File: src/rtl/mem_arbiter.sv
// Round-robin arbiter and sequencer for the unified instruction/data memory.
// Grants one requester (core or DMA) at a time and runs IDLE -> ISSUE -> WAIT -> DONE.
module mem_arbiter #(
  parameter int ADDR_W  = 32,
  parameter int DATA_W  = 32,
  parameter int MEM_LAT = 1
) (
  input  logic              clk,
  input  logic              rst,
  input  logic              cpu_req,
  input  logic              cpu_we,
  input  logic [ADDR_W-1:0] cpu_addr,
  input  logic [DATA_W-1:0] cpu_wdata,
  output logic              cpu_done,
  output logic              cpu_stall,
  input  logic              dma_req,
  input  logic              dma_we,
  input  logic [ADDR_W-1:0] dma_addr,
  input  logic [DATA_W-1:0] dma_wdata,
  output logic              dma_done,
  output logic [DATA_W-1:0] rdata,
  output logic [1:0]        gnt,
  output logic              mem_en,
  output logic              mem_we,
  output logic [ADDR_W-1:0] mem_addr,
  output logic [DATA_W-1:0] mem_wdata,
  input  logic [DATA_W-1:0] mem_rdata
);

  typedef enum logic [1:0] {IDLE, ISSUE, WAIT, DONE} state_t;

  localparam logic [3:0] LAT_M1 = 4'(MEM_LAT - 1);

  state_t     state;
  logic [3:0] cnt;
  logic       last_dma;
  logic       pick_dma;

  // On a tie the port that was not served last wins; a lone requester always wins.
  assign pick_dma  = dma_req & (~cpu_req | ~last_dma);
  assign cpu_stall = cpu_req & ~cpu_done;

  // NOTE: every register here, including rdata, is cleared by the asynchronous
  // reset so an abandoned access leaves no grant, strobe or done pulse behind.
  always_ff @(posedge clk or posedge rst) begin
    if (rst) begin
      state     <= IDLE;
      cnt       <= '0;
      last_dma  <= 1'b1;
      gnt       <= '0;
      cpu_done  <= 1'b0;
      dma_done  <= 1'b0;
      mem_en    <= 1'b0;
      mem_we    <= 1'b0;
      mem_addr  <= '0;
      mem_wdata <= '0;
      rdata     <= '0;
    end else begin
      // NOTE: non-blocking assignments throughout, so every branch sees the
      // pre-edge values of state, gnt and mem_we.
      case (state)
        IDLE: begin
          if (cpu_req || dma_req) begin
            gnt       <= pick_dma ? 2'b10 : 2'b01;
            mem_en    <= 1'b1;
            mem_we    <= pick_dma ? dma_we    : cpu_we;
            mem_addr  <= pick_dma ? dma_addr  : cpu_addr;
            mem_wdata <= pick_dma ? dma_wdata : cpu_wdata;
            state     <= ISSUE;
          end
        end
        ISSUE: begin
          mem_en <= 1'b0;
          mem_we <= 1'b0;
          // mem_we still holds the latched direction during the issue cycle.
          if (mem_we) begin
            cpu_done <= gnt[0];
            dma_done <= gnt[1];
            state    <= DONE;
          end else begin
            cnt   <= LAT_M1;
            state <= WAIT;
          end
        end
        WAIT: begin
          if (cnt == '0) begin
            rdata    <= mem_rdata;
            cpu_done <= gnt[0];
            dma_done <= gnt[1];
            state    <= DONE;
          end else begin
            cnt <= cnt - 1'b1;
          end
        end
        DONE: begin
          cpu_done <= 1'b0;
          dma_done <= 1'b0;
          last_dma <= gnt[1];
          gnt      <= '0;
          state    <= IDLE;
        end
        default: state <= IDLE;
      endcase
    end
  end

endmodule

File: config.mk
export PLATFORM = sky130hd
export DESIGN_NAME = mem_arbiter
export DESIGN_NICKNAME = d
export VERILOG_FILES = /design/src/rtl/mem_arbiter.sv
export SDC_FILE = /design/constraint.sdc
export NUM_CORES = 1
export LEC_CHECK = 0
export ABC_AREA = 1
export CORE_UTILIZATION = 43
export CTS_BUF_LIST = sky130_fd_sc_hd__clkbuf_8
export DETAILED_ROUTE_END_ITERATION = 16
export GPL_TIMING_DRIVEN = 0
export MAX_ROUTING_LAYER = met4
export PLACE_DENSITY = 0.84
export SLEW_MARGIN = 40
export SYNTH_ARGS = -nofsm -noshare
export SYNTH_HDL_FRONTEND = slang
export SYNTH_SLANG_ARGS = --single-unit
File: constraint.sdc
create_clock -name clk -period 10.75 [get_ports clk]
set_clock_uncertainty 0.1 [all_clocks]
set_input_delay 3.225 -clock clk [delete_from_list [all_inputs] [get_ports clk]]
set_output_delay 3.225 -clock clk [all_outputs]
set_load 0.02 [all_outputs]
# [After elaboration in Yosys (flattened, before gate mapping)]
# Cells that the tools add are included.
[totals] romBits=0 out_inout_bits=103 ramBits=0 latch_bits=0 regBits=109 mem_count=0 elab_cells=63 input_bits=166
[classes] n_eq_ne=8 bitwise_logic=6 n_mux=23 reduce_logical=14 add_sub_neg=1 div_mod_pow=0 mul=0 order_cmp=0 shifts=0
[ops] operator="two-way mux 32 bit" count=2
[ops] operator="!= test 2 bit, second input constant" count=5
[ops] operator="AND reduction 2 bit" count=5
[ops] operator="two-way mux 1 bit" count=8
[ops] operator="two-way mux 2 bit" count=4
[ops] operator="two-way mux 4 bit" count=2
[ops] operator="case mux 2 bit (4 select lines)" count=1
[ops] operator="case mux 4 bit (2 select lines)" count=1
[ops] operator="case mux 1 bit (3 select lines)" count=2
[ops] operator="AND reduction 3 bit" count=2
[ops] operator="nonzero test 2 bit" count=3
[ops] operator="equality test 2 bit, second input constant" count=2
[ops] operator="logical NOT 4 bit" count=1
[ops] operator="case mux 1 bit (2 select lines)" count=2
[ops] operator="case mux 2 bit (2 select lines)" count=1
[ops] operator="subtractor 4 x 1 -> 4 bit, second input constant" count=1
[ops] operator="NOT 1 bit" count=3
[ops] operator="nonzero test 3 bit" count=1
[ops] operator="AND 1 bit" count=2
[ops] operator="equality test 2 x 1 -> 1 bit, second input constant" count=1
[ops] operator="logical NOT 2 bit" count=1
[ops] operator="logical OR 1 bit" count=1
[ops] operator="bitwise OR 1 bit" count=1

# [Logic depth before layout (Yosys ltp)]
# Gate-level depths: netlist of run 1.
[depth] depth_word=6 ltp_mapped=8 mapped_depth_nobuf=8

# [Least setup slack after synthesis of run 1]
# Ideal clock, no wire load.
[synth_path] path_type="input to output" from="input cpu_req" to="output cpu_stall" t_arrival_ps=3536 path_buffers=0 path_stages=2 path_slack_ps=3889 t_required_ps=7425 path_cell_list="inv_1 > nor2_1"
[synth_via] elab_chain_cells=1
[synth_lines] element="from (decl)" line="10" source="input logic cpu_req,"
[synth_lines] element="AND 1 bit" line="41" source="assign cpu_stall = cpu_req & ~cpu_done;"
[synth_lines] element="to (decl)" line="15" source="output logic cpu_stall,"
# Every way passes these cells.

# [Worst setup path after layout of run 1]
# Same ends and word-level chain as after synthesis.

==> impl_metrics.tcl, run 1 <==
set metrics [dict create \
    outcome "complete, no violations" \
    portion_of_the_post_synthesis_area_used_by_sequential_elements 0.559 \
    post_cts_resize_count 0 \
    finalNetCount 1041 \
    slew_at_the_pin_closest_to_its_max_slew_limit_ns 0.520 \
    viasPerCell 5.05 \
    crit_path_launch "cpu_req" \
    synthSimpleGateAreaFrac 0.305 \
    power.clock.fraction 0.114 \
    worst_r2r_startpoint "state[0]" \
    site_rows 38 \
    clk_pin_slew_ns 0.09 \
    initial_core_util 0.446 \
    crit_path_max_incr_delay_ns 0.61 \
    antenna_violations_before_repair 0 \
    via_count 5120 \
    finalHoldViolCount 0 \
    layout-drive-gt1-share 0.0503 \
    port_buf_inserts 268 \
    rsz0062_at_grt "no" \
    worstPathMaxFanout 3 \
    first_global_vias 5196 \
    critPathArrivalTime_ns 4.52 \
    cp-end-kind "primary output" \
    category_of_cells_accounting_for_the_largest_share_of_critical_path_delay "buffers and inverters" \
    syn_nets 761 \
    drtIter0Drc 319 \
    cellPowerDensity_nw_per_um2 280 \
    final.fill_count 813 \
    cap_violations 0 \
    stdcell_area_um2 7970 \
    synth_warnings 0 \
    cts_made_buffers 9 \
    postCtsSetupBuffers 0 \
    antenna_violating_nets_post_route 0 \
    hpwl_um 12400 \
    power_report.internal_total_w 0.00129 \
    final_util 0.729 \
    critPathMostFrequentCell "sky130_fd_sc_hd__clkdlybuf4s50_1" \
    grt_max_degree 61 \
    critical_path.n_buffers_inverters 3 \
    clk_path_buf_depth 2 \
    combinationalPowerShare 0.558 \
    final_max_slew_viol_count 0 \
    placed_area_um2 7770 \
    critPathLaunchType "input port" \
    cp_cell_sequence "clkdlybuf4s50_1 -> inv_1 -> nor2_1 -> clkdlybuf4s50_1" \
    synth.largest_area_cell "sky130_fd_sc_hd__dfrtp_1" \
    post_synthesis_cells 589 \
    mostFrequentLayoutCells "sky130_fd_sc_hd__clkdlybuf4s50_1, sky130_fd_sc_hd__nand2_1, sky130_fd_sc_hd__nand3_1" \
    multi_input_comb_area_um2 1780 \
    routability_cong 0.862 \
    coreArea_um2 10900 \
    finalSetupViolCount 0 \
    largest_family_of_logic_cells_by_synthesized_area "simple AND/OR/NAND/NOR gates" \
    yosysTopAreaCellShare 0.554 \
    timing.critical_path.required_ns 7.43 \
    avgSynthCellArea_um2 8.28 \
    detailedRoute.firstPassIterationCount 4 \
    groute.usage.overall 0.283 \
    yosys_register_bits 109 \
    fp.dieArea_um2 11800 \
    routed_wire_length_per_instance_um 15.6 \
    routed_wl_um 15800 \
    critPathKind "input port to primary output" \
    synth-adder-area-share 0.0154 \
    synth-xor-area-share 0 \
    num_antenna_cells 0 \
    synth.lib_cells_used.distinct 17 \
    timing.hold.worst.start "rdata[28]" \
    finalCritPeriodShare 0.729 \
    netSwitchingPower_w 0.000941 \
    hold_ws_ns 0.396 \
    synthTopCellsByArea "sky130_fd_sc_hd__dfrtp_1, sky130_fd_sc_hd__nand2_1, sky130_fd_sc_hd__nand3_1" \
    h_tree_depth 3 \
    critical_path_cell_with_the_highest_stage_delay "sky130_fd_sc_hd__clkdlybuf4s50_1" \
    clk_root_buffer_cell "sky130_fd_sc_hd__clkbuf_8" \
    clock_tree_from_tritoncts "built" \
    clkLatencyLatePin_ns 0.36 \
    vdd_ir_drop_max_mv 0.171 \
    setup_tns_ns 0 \
    chip_width_um 109 \
    syn-cell-area_um2 4880 \
    most_common_library_cell_in_the_layout_ignoring_fill_and_taps "sky130_fd_sc_hd__clkdlybuf4s50_1" \
    synthMuxAreaShare 0 \
    grt.overflow.total 0 \
    detail_route.drc_violations 0 \
    power_frac_seq 0.328 \
    period_minus_slack_ns 7.84 \
    synth_compound_gate_area_share 0.0449 \
    clock.fmax_mhz 128 \
    timing.slew.headroom 0.653 \
    grt_pass1_wl_um 24700 \
    die_height_um 109 \
    synth_to_final_area_change_pct 63.5 \
    clock_sinks 109 \
    seq_area_um2 2730 \
    min_path_type "flop to flop" \
    placed_cells 998 \
    stdcell_count 1014 \
    design.portCount 269 \
    standby_leakage_power_nw 3.73 \
    cts-hold-fix-buffers 0 \
    switching_share 0.422 \
    internal_reg_to_reg_setup_slack_ns 8.83 \
]
## cells in the mapped netlist
cell and number:
sky130_fd_sc_hd__a21oi_1 1, sky130_fd_sc_hd__buf_1 2, sky130_fd_sc_hd__buf_2 15, sky130_fd_sc_hd__buf_4 10
sky130_fd_sc_hd__clkbuf_1 8, sky130_fd_sc_hd__dfrtp_1 108, sky130_fd_sc_hd__dfstp_2 1, sky130_fd_sc_hd__ha_1 6
sky130_fd_sc_hd__inv_1 47, sky130_fd_sc_hd__inv_2 1, sky130_fd_sc_hd__nand2_1 197, sky130_fd_sc_hd__nand3_1 139
sky130_fd_sc_hd__nand3b_1 2, sky130_fd_sc_hd__nor2_1 10, sky130_fd_sc_hd__o21ai_0 39, sky130_fd_sc_hd__o21ai_1 2
sky130_fd_sc_hd__o21ai_2 1
## kinds of logic (layout without fill, tap and decap cells)
group,after synthesis,in the layout
and+or+nand+nor,348,348
DFF,109,109
adders and majority gates,6,6
AOI/OAI and AO/OA,43,43
buffers and inverters,83,368
## worst min-delay path, stage by stage, from the launching register on
cell and delay (ns):
sky130_fd_sc_hd__dfrtp_1 0.35, sky130_fd_sc_hd__nand2_1 0.05, sky130_fd_sc_hd__o21ai_0 0.07
## sequential cells by signal, indices dropped and copies added, names as in the netlist
| signal | cells |
|---|---|
| mem_addr | 32 |
| mem_wdata | 32 |
| rdata | 32 |
| cnt | 4 |
| gnt | 2 |
| state | 2 |
| cpu_done | 1 |
| dma_done | 1 |
| last_dma | 1 |
| mem_en | 1 |
| mem_we | 1 |
## per-stage QoR
step	total power (W)	setup slack (ns)
CTS	0.00224	2.90
finish	0.00223	2.91
detailed placement	0.00199	2.90
global placement	0.00194	2.91
floorplan	0.00138	3.89
global route	0.00238	2.88
## layer usage
metal	up-vias	wire, um	global-route usage
met5	-	0	-
met4	0	586	0.135
met3	41	1280	0.0705
met2	220	7770	0.479
met1	2409	6150	0.311
li1	2450	-	-
## layout make-up
| class | count | area share |
|---|---|---|
| flip-flops and latches | 109 | 0.342 |
| repair buffers | 269 | 0.340 |
| multi-input cells | 397 | 0.223 |
| plain buffers | 35 | 0.0235 |
| inverters | 48 | 0.0235 |
| well taps | 140 | 0.0220 |
| clock buffers | 11 | 0.0190 |
| clock inverters | 5 | 0.00643 |
## power groups by stage
stage                     Combinational (W)  Clock (W)  Sequential, W
after floorplan                    0.000425          0       0.000953
after global placement              0.00122          0       0.000724
after detailed placement            0.00125          0       0.000734
after CTS                           0.00126   0.000259       0.000729
after global routing                0.00135   0.000277       0.000753
final                               0.00124   0.000254       0.000732
## path summary, 6_finish.rpt
kind                                endpoint  cells after the start
worst max-delay path               cpu_stall                      4
worst min-delay path               rdata[28]                      2
worst max register to register  mem_addr[14]                      8
worst min register to register     rdata[28]                      2
max in group asynchronous           last_dma                      3
min in group asynchronous           rdata[8]                      2
(Power assumes the default switching activity.)
==> inputs of run 2 (changes only) <==
Settings changed: CORE_UTILIZATION 43 to 40, PLACE_DENSITY 0.84 to 0.79.
Clock period 10.75 ns to 7.3 ns, I/O delays scaled along.
==> run 2 against run 1 <==
Die area grew 7.4%. First-iteration DRC count down 32%. Critical path type unchanged. Flip-flop and latch count stayed put. Wire length grew 0.84%. Highest routed layer unchanged. Clock power grew 62%. Count of clock-buffer cells in the layout shrank 1. Combinational power grew 48%. Non-clock buffer count unchanged.
==> impl_metrics.tcl, run 2 (same netlist as run 1, synthesis figures left out) <==
set metrics [dict create \
    hold_ws_ns 0.393 \
    detailedRoute.firstPassIterationCount 4 \
    slew_at_the_pin_closest_to_its_max_slew_limit_ns 0.496 \
    crit_path_max_incr_delay_ns 0.61 \
    port_buf_inserts 268 \
    outcome "complete, no violations" \
    viasPerCell 5.00 \
    critPathLaunchType "input port" \
    post_cts_resize_count 0 \
    num_antenna_cells 0 \
    final_util 0.686 \
    die_height_um 112 \
    first_global_vias 5137 \
    clock_tree_from_tritoncts "built" \
    groute.usage.overall 0.268 \
    vdd_ir_drop_max_mv 0.240 \
    routed_wire_length_per_instance_um 15.6 \
    detail_route.drc_violations 0 \
    standby_leakage_power_nw 3.73 \
    critical_path_cell_with_the_highest_stage_delay "sky130_fd_sc_hd__clkdlybuf4s50_1" \
    clk_path_buf_depth 2 \
    cellPowerDensity_nw_per_um2 414 \
    rr_worst_depth 8 \
    clk_pin_slew_ns 0.09 \
    coreArea_um2 11700 \
    routed_wl_um 15900 \
    layout-drive-gt1-share 0.0515 \
    drtIter0Drc 218 \
    finalSetupViolCount 0 \
    setup_tns_ns 0 \
    cts-hold-fix-buffers 0 \
    fp.dieArea_um2 12600 \
    design.portCount 269 \
    clock.fmax_mhz 173 \
    postCtsSetupBuffers 0 \
    initial_core_util 0.418 \
    worst_r2r_startpoint "state[0]" \
    finalNetCount 1041 \
    critPathKind "input port to primary output" \
    finalHoldViolCount 0 \
    most_common_library_cell_in_the_layout_ignoring_fill_and_taps "sky130_fd_sc_hd__clkdlybuf4s50_1" \
    biggestRegsByFlops "mem_addr (32), mem_wdata (32), rdata (32)" \
    final.fill_count 946 \
    hpwl_um 12400 \
    h_tree_depth 3 \
    cp_cell_sequence "clkdlybuf4s50_1 -> inv_1 -> nor2_1 -> clkdlybuf4s50_1" \
    mostFrequentLayoutCells "sky130_fd_sc_hd__clkdlybuf4s50_1, sky130_fd_sc_hd__nand2_1, sky130_fd_sc_hd__nand3_1" \
    timing.slew.headroom 0.669 \
    cap_violations 0 \
    routability_cong 0.874 \
    antenna_violating_nets_post_route 0 \
    final_max_slew_viol_count 0 \
    critPathMostFrequentCell "sky130_fd_sc_hd__clkdlybuf4s50_1" \
    site_rows 39 \
    chip_width_um 112 \
    synth_to_final_area_change_pct 64.0 \
    clock_sinks 109 \
    antenna_violations_before_repair 0 \
    worstPathMaxFanout 3 \
    clkLatencyLatePin_ns 0.38 \
    endpoint "cpu_stall" \
    clk_root_buffer_cell "sky130_fd_sc_hd__clkbuf_8" \
    period_minus_slack_ns 5.78 \
    crit_path_launch "cpu_req" \
    depth_of_the_worst_hold_timing_path 2 \
    rsz0062_at_grt "no" \
    grt_pass1_wl_um 25300 \
    via_count 5084 \
    finalCritPeriodShare 0.791 \
    grt_max_degree 67 \
    grt.overflow.total 0 \
    cp-end-kind "primary output" \
    internal_reg_to_reg_setup_slack_ns 5.36 \
    min_path_type "flop to flop" \
    cts_made_buffers 9 \
    timing.critical_path.required_ns 5.01 \
    critPathArrivalTime_ns 3.49 \
    reg2reg_to "mem_wdata[5]" \
]
==> run 2: cell types whose count changed in the layout (fill, tap and decap cells not counted), sizes merged <==
| cell | change |
|---|---|
| clkinvlp | +2 |
| bufinv | +1 |
| clkbuf | -1 |
| clkinv | -1 |
| inv | -1 |
==> run 2: layer usage <==
layer / vias to the layer above / wire [um] / GRT usage
li1: 2443 / - / -
met1: 2397 / 6280 / 0.304
met2: 219 / 8120 / 0.460
met3: 25 / 1160 / 0.0783
met4: 0 / 355 / 0.0747
met5: - / 0 / -
==> run 2: critical path: cells and delay by family <==
family,cells,cell delay (ns)
buf+inv,3,1.21
simple gates,1,0.09
==> run 2: worst min path at each step <==
stage | end | slack (ns) | from
floorplan | cnt[0] | 0.36 | cnt[0]
global placement | dma_done | 0.36 | dma_done
detailed placement | dma_done | 0.38 | dma_done
CTS | rdata[26] | 0.40 | rdata[26]
global route | mem_addr[7] | 0.42 | mem_addr[7]
finish | dma_done | 0.39 | dma_done
==> run 2: final cells by class <==
type,instances,area [um2],area share
Sequential cell,109,2730,0.341
Timing Repair Buffer,269,2710,0.339
Multi-Input combinational cell,397,1780,0.223
Buffer,35,188,0.0235
Inverter,48,188,0.0235
Tap cell,143,179,0.0224
Clock buffer,10,138,0.0172
Clock inverter,6,87.6,0.0109
==> run 2: through the flow <==
| step | cells | total power (W) | instance area [um2] | worst slack [ns] |
|---|---|---|---|---|
| 2_1_floorplan | 589 | 0.00203 | 4880 | 2.14 |
| 3_3_place_gp | 1000 | 0.00286 | 7740 | 0.542 |
| 3_5_place_dp | 1001 | 0.00292 | 7770 | 1.52 |
| 4_1_cts | 1017 | 0.00334 | 8000 | 1.51 |
| 5_1_grt | 1017 | 0.00353 | 8000 | 1.46 |
| 6_report | 1017 | 0.00332 | 8000 | 1.52 |
==> run 2: power breakdown <==
part | leakage (nW) | internal (W) | switching [W] | total (W)
clock network | 0.110 | 0.000202 | 0.000210 | 0.000412
logic | 2.28 | 0.000819 | 0.00101 | 0.00183
registers | 1.34 | 0.000903 | 0.000173 | 0.00108
total | 3.73 | 0.00192 | 0.00139 | 0.00332
==> inputs of run 3 (changes only) <==
Settings changed: CORE_UTILIZATION 40 to 36, PLACE_DENSITY 0.79 to 0.74.
Clock period 7.3 ns to 5.2 ns, I/O delays scaled along.
==> run 3 against run 2 <==
Cell count grew 3.2%. Largest cell class unchanged. Sequential share of layout area is 0.24 points lower. Highest routed layer unchanged. Sequential power increased by 39%. Count of clock-buffer cells in the layout is the same. Critical path depth unchanged. Critical endpoint unchanged.
==> impl_metrics.tcl, run 3 (same netlist as run 1, synthesis figures left out) <==
set metrics [dict create \
    outcome "complete, no violations" \
    period_minus_slack_ns 4.56 \
    coreArea_um2 13200 \
    final.fill_count 1181 \
    worst_r2r_startpoint "state[0]" \
    mostFrequentLayoutCells "sky130_fd_sc_hd__clkdlybuf4s50_1, sky130_fd_sc_hd__nand2_1, sky130_fd_sc_hd__nand3_1" \
    grt_max_degree 58 \
    grt.met3_usage 0.0565 \
    depth_of_the_worst_hold_timing_path 2 \
    num_antenna_cells 0 \
    clk_root_buffer_cell "sky130_fd_sc_hd__clkbuf_8" \
    rsz0062_at_grt "no" \
    hpwl_um 12000 \
    antenna_violating_nets_post_route 0 \
    routed_wl_um 15700 \
    cp-end-kind "primary output" \
    placed_cells 1034 \
    vdd_ir_drop_max_mv 0.290 \
    standby_leakage_power_nw 3.75 \
    cp_cell_sequence "clkdlybuf4s50_1 -> inv_1 -> nor2_1 -> clkdlybuf4s50_1" \
    groute.usage.overall 0.236 \
    stdcell_count 1050 \
    worstPathMaxFanout 3 \
    critPathKind "input port to primary output" \
    first_global_vias 4696 \
    timing.hold.worst.start "rdata[0]" \
    category_of_cells_accounting_for_the_largest_share_of_critical_path_delay "buffers and inverters" \
    hold_ws_ns 0.390 \
    biggestRegsByFlops "mem_addr (32), mem_wdata (32), rdata (32)" \
    finalNetCount 1041 \
    critPathLaunchType "input port" \
    grt.overflow.total 0 \
    met1_track_demand_over_resource 0.288 \
    final_max_slew_viol_count 0 \
    internal_reg_to_reg_setup_slack_ns 3.23 \
    critPathArrivalTime_ns 2.90 \
    finalHoldViolCount 0 \
    cts_made_buffers 9 \
    rr_worst_depth 8 \
    die_height_um 118 \
    critical_path_cell_with_the_highest_stage_delay "sky130_fd_sc_hd__clkdlybuf4s50_1" \
    port_buf_inserts 268 \
    routability_cong 0.805 \
    gr-usage-met2 0.385 \
    cellPowerDensity_nw_per_um2 580 \
    min_path_type "flop to flop" \
    reg2reg_to "mem_addr[10]" \
    routed_wire_length_per_instance_um 15.0 \
    initial_core_util 0.368 \
    site_rows 42 \
    design.portCount 269 \
    detail_route.drc_violations 0 \
    timing.critical_path.required_ns 3.54 \
    via_count 4882 \
    fp.dieArea_um2 14000 \
    cts-hold-fix-buffers 0 \
    clk_pin_slew_ns 0.10 \
    detailedRoute.firstPassIterationCount 5 \
    clock_tree_from_tritoncts "built" \
    drtIter0Drc 280 \
    hold-path-endpoint "rdata[0]" \
    slew_at_the_pin_closest_to_its_max_slew_limit_ns 0.539 \
    post_cts_resize_count 0 \
    finalSetupViolCount 0 \
    finalCritPeriodShare 0.877 \
    layout-drive-gt1-share 0.0503 \
    antenna_violations_before_repair 0 \
    final_util 0.608 \
    grt_busiest_layer "met2" \
    viasPerCell 4.65 \
    most_common_library_cell_in_the_layout_ignoring_fill_and_taps "sky130_fd_sc_hd__clkdlybuf4s50_1" \
    chip_width_um 118 \
    h_tree_depth 3 \
    clock.fmax_mhz 219 \
    clkLatencyLatePin_ns 0.37 \
    grt_pass1_wl_um 24700 \
    cap_violations 0 \
    critPathMostFrequentCell "sky130_fd_sc_hd__clkdlybuf4s50_1" \
    synth_to_final_area_change_pct 65.1 \
    clk_path_buf_depth 2 \
    critical_path.n_buffers_inverters 3 \
    crit_path_max_incr_delay_ns 0.62 \
    timing.slew.headroom 0.641 \
    postCtsSetupBuffers 0 \
    clock_sinks 109 \
]
## run 3: cell count changes in the layout (fill, tap and decap cells not counted), sizes merged
cell | previous run | this run
bufinv | 2 | 3
clkinvlp | 2 | 0
inv | 49 | 50
## run 3: final cells by class
type | instances | area, um2 | area share
timing repair buffer | 269 | 2710 | 0.336
clock inverter | 6 | 103 | 0.0127
sequential | 109 | 2730 | 0.339
buffer | 35 | 188 | 0.0233
clock buffer | 10 | 138 | 0.0171
tap | 176 | 220 | 0.0273
multi-input combinational | 397 | 1780 | 0.221
inverter | 48 | 188 | 0.0233
## run 3: routing by layer
layer	part of all wire	vias up
li1	-	2441
met2	0.48	214
met1	0.42	2212
met5	0	-
met3	0.079	15
met4	0.016	0
## run 3: power breakdown
part	switching (W)	total (W)	leakage [nW]	internal, W
clock	0.000286	0.000615	0.129	0.000329
sequential	0.000234	0.00150	1.34	0.00127
combinational	0.00141	0.00256	2.28	0.00115
## run 3: worst min-delay path, cell delays in order, from the launching register on
cell and delay, ns:
sky130_fd_sc_hd__dfrtp_1 0.35, sky130_fd_sc_hd__nand2_1 0.05, sky130_fd_sc_hd__o21ai_0 0.06
## run 3: worst max path at each step
stage,start,endpoint,slack (ns),depth (start not counted)
after global placement,rst,mem_wdata[22],-1.08,2
final,cpu_req,cpu_stall,0.64,4
after global routing,cpu_req,cpu_stall,0.61,4
after floorplan,rst,cnt[0],0.67,1
after detailed placement,cpu_req,cpu_stall,0.65,4
after CTS,cpu_req,cpu_stall,0.65,4
## run 3: stage by stage
stage / area [um2] / total power (W) / TNS, ns / worst slack (ns)
after CTS: 8060 / 0.00472 / 0 / 0.649
after global placement: 7780 / 0.00405 / -116.13 / -1.08
final: 8060 / 0.00468 / 0 / 0.638
after floorplan: 4880 / 0.00285 / 0 / 0.668
after detailed placement: 7820 / 0.00410 / 0 / 0.649
after global routing: 8060 / 0.00500 / 0 / 0.610
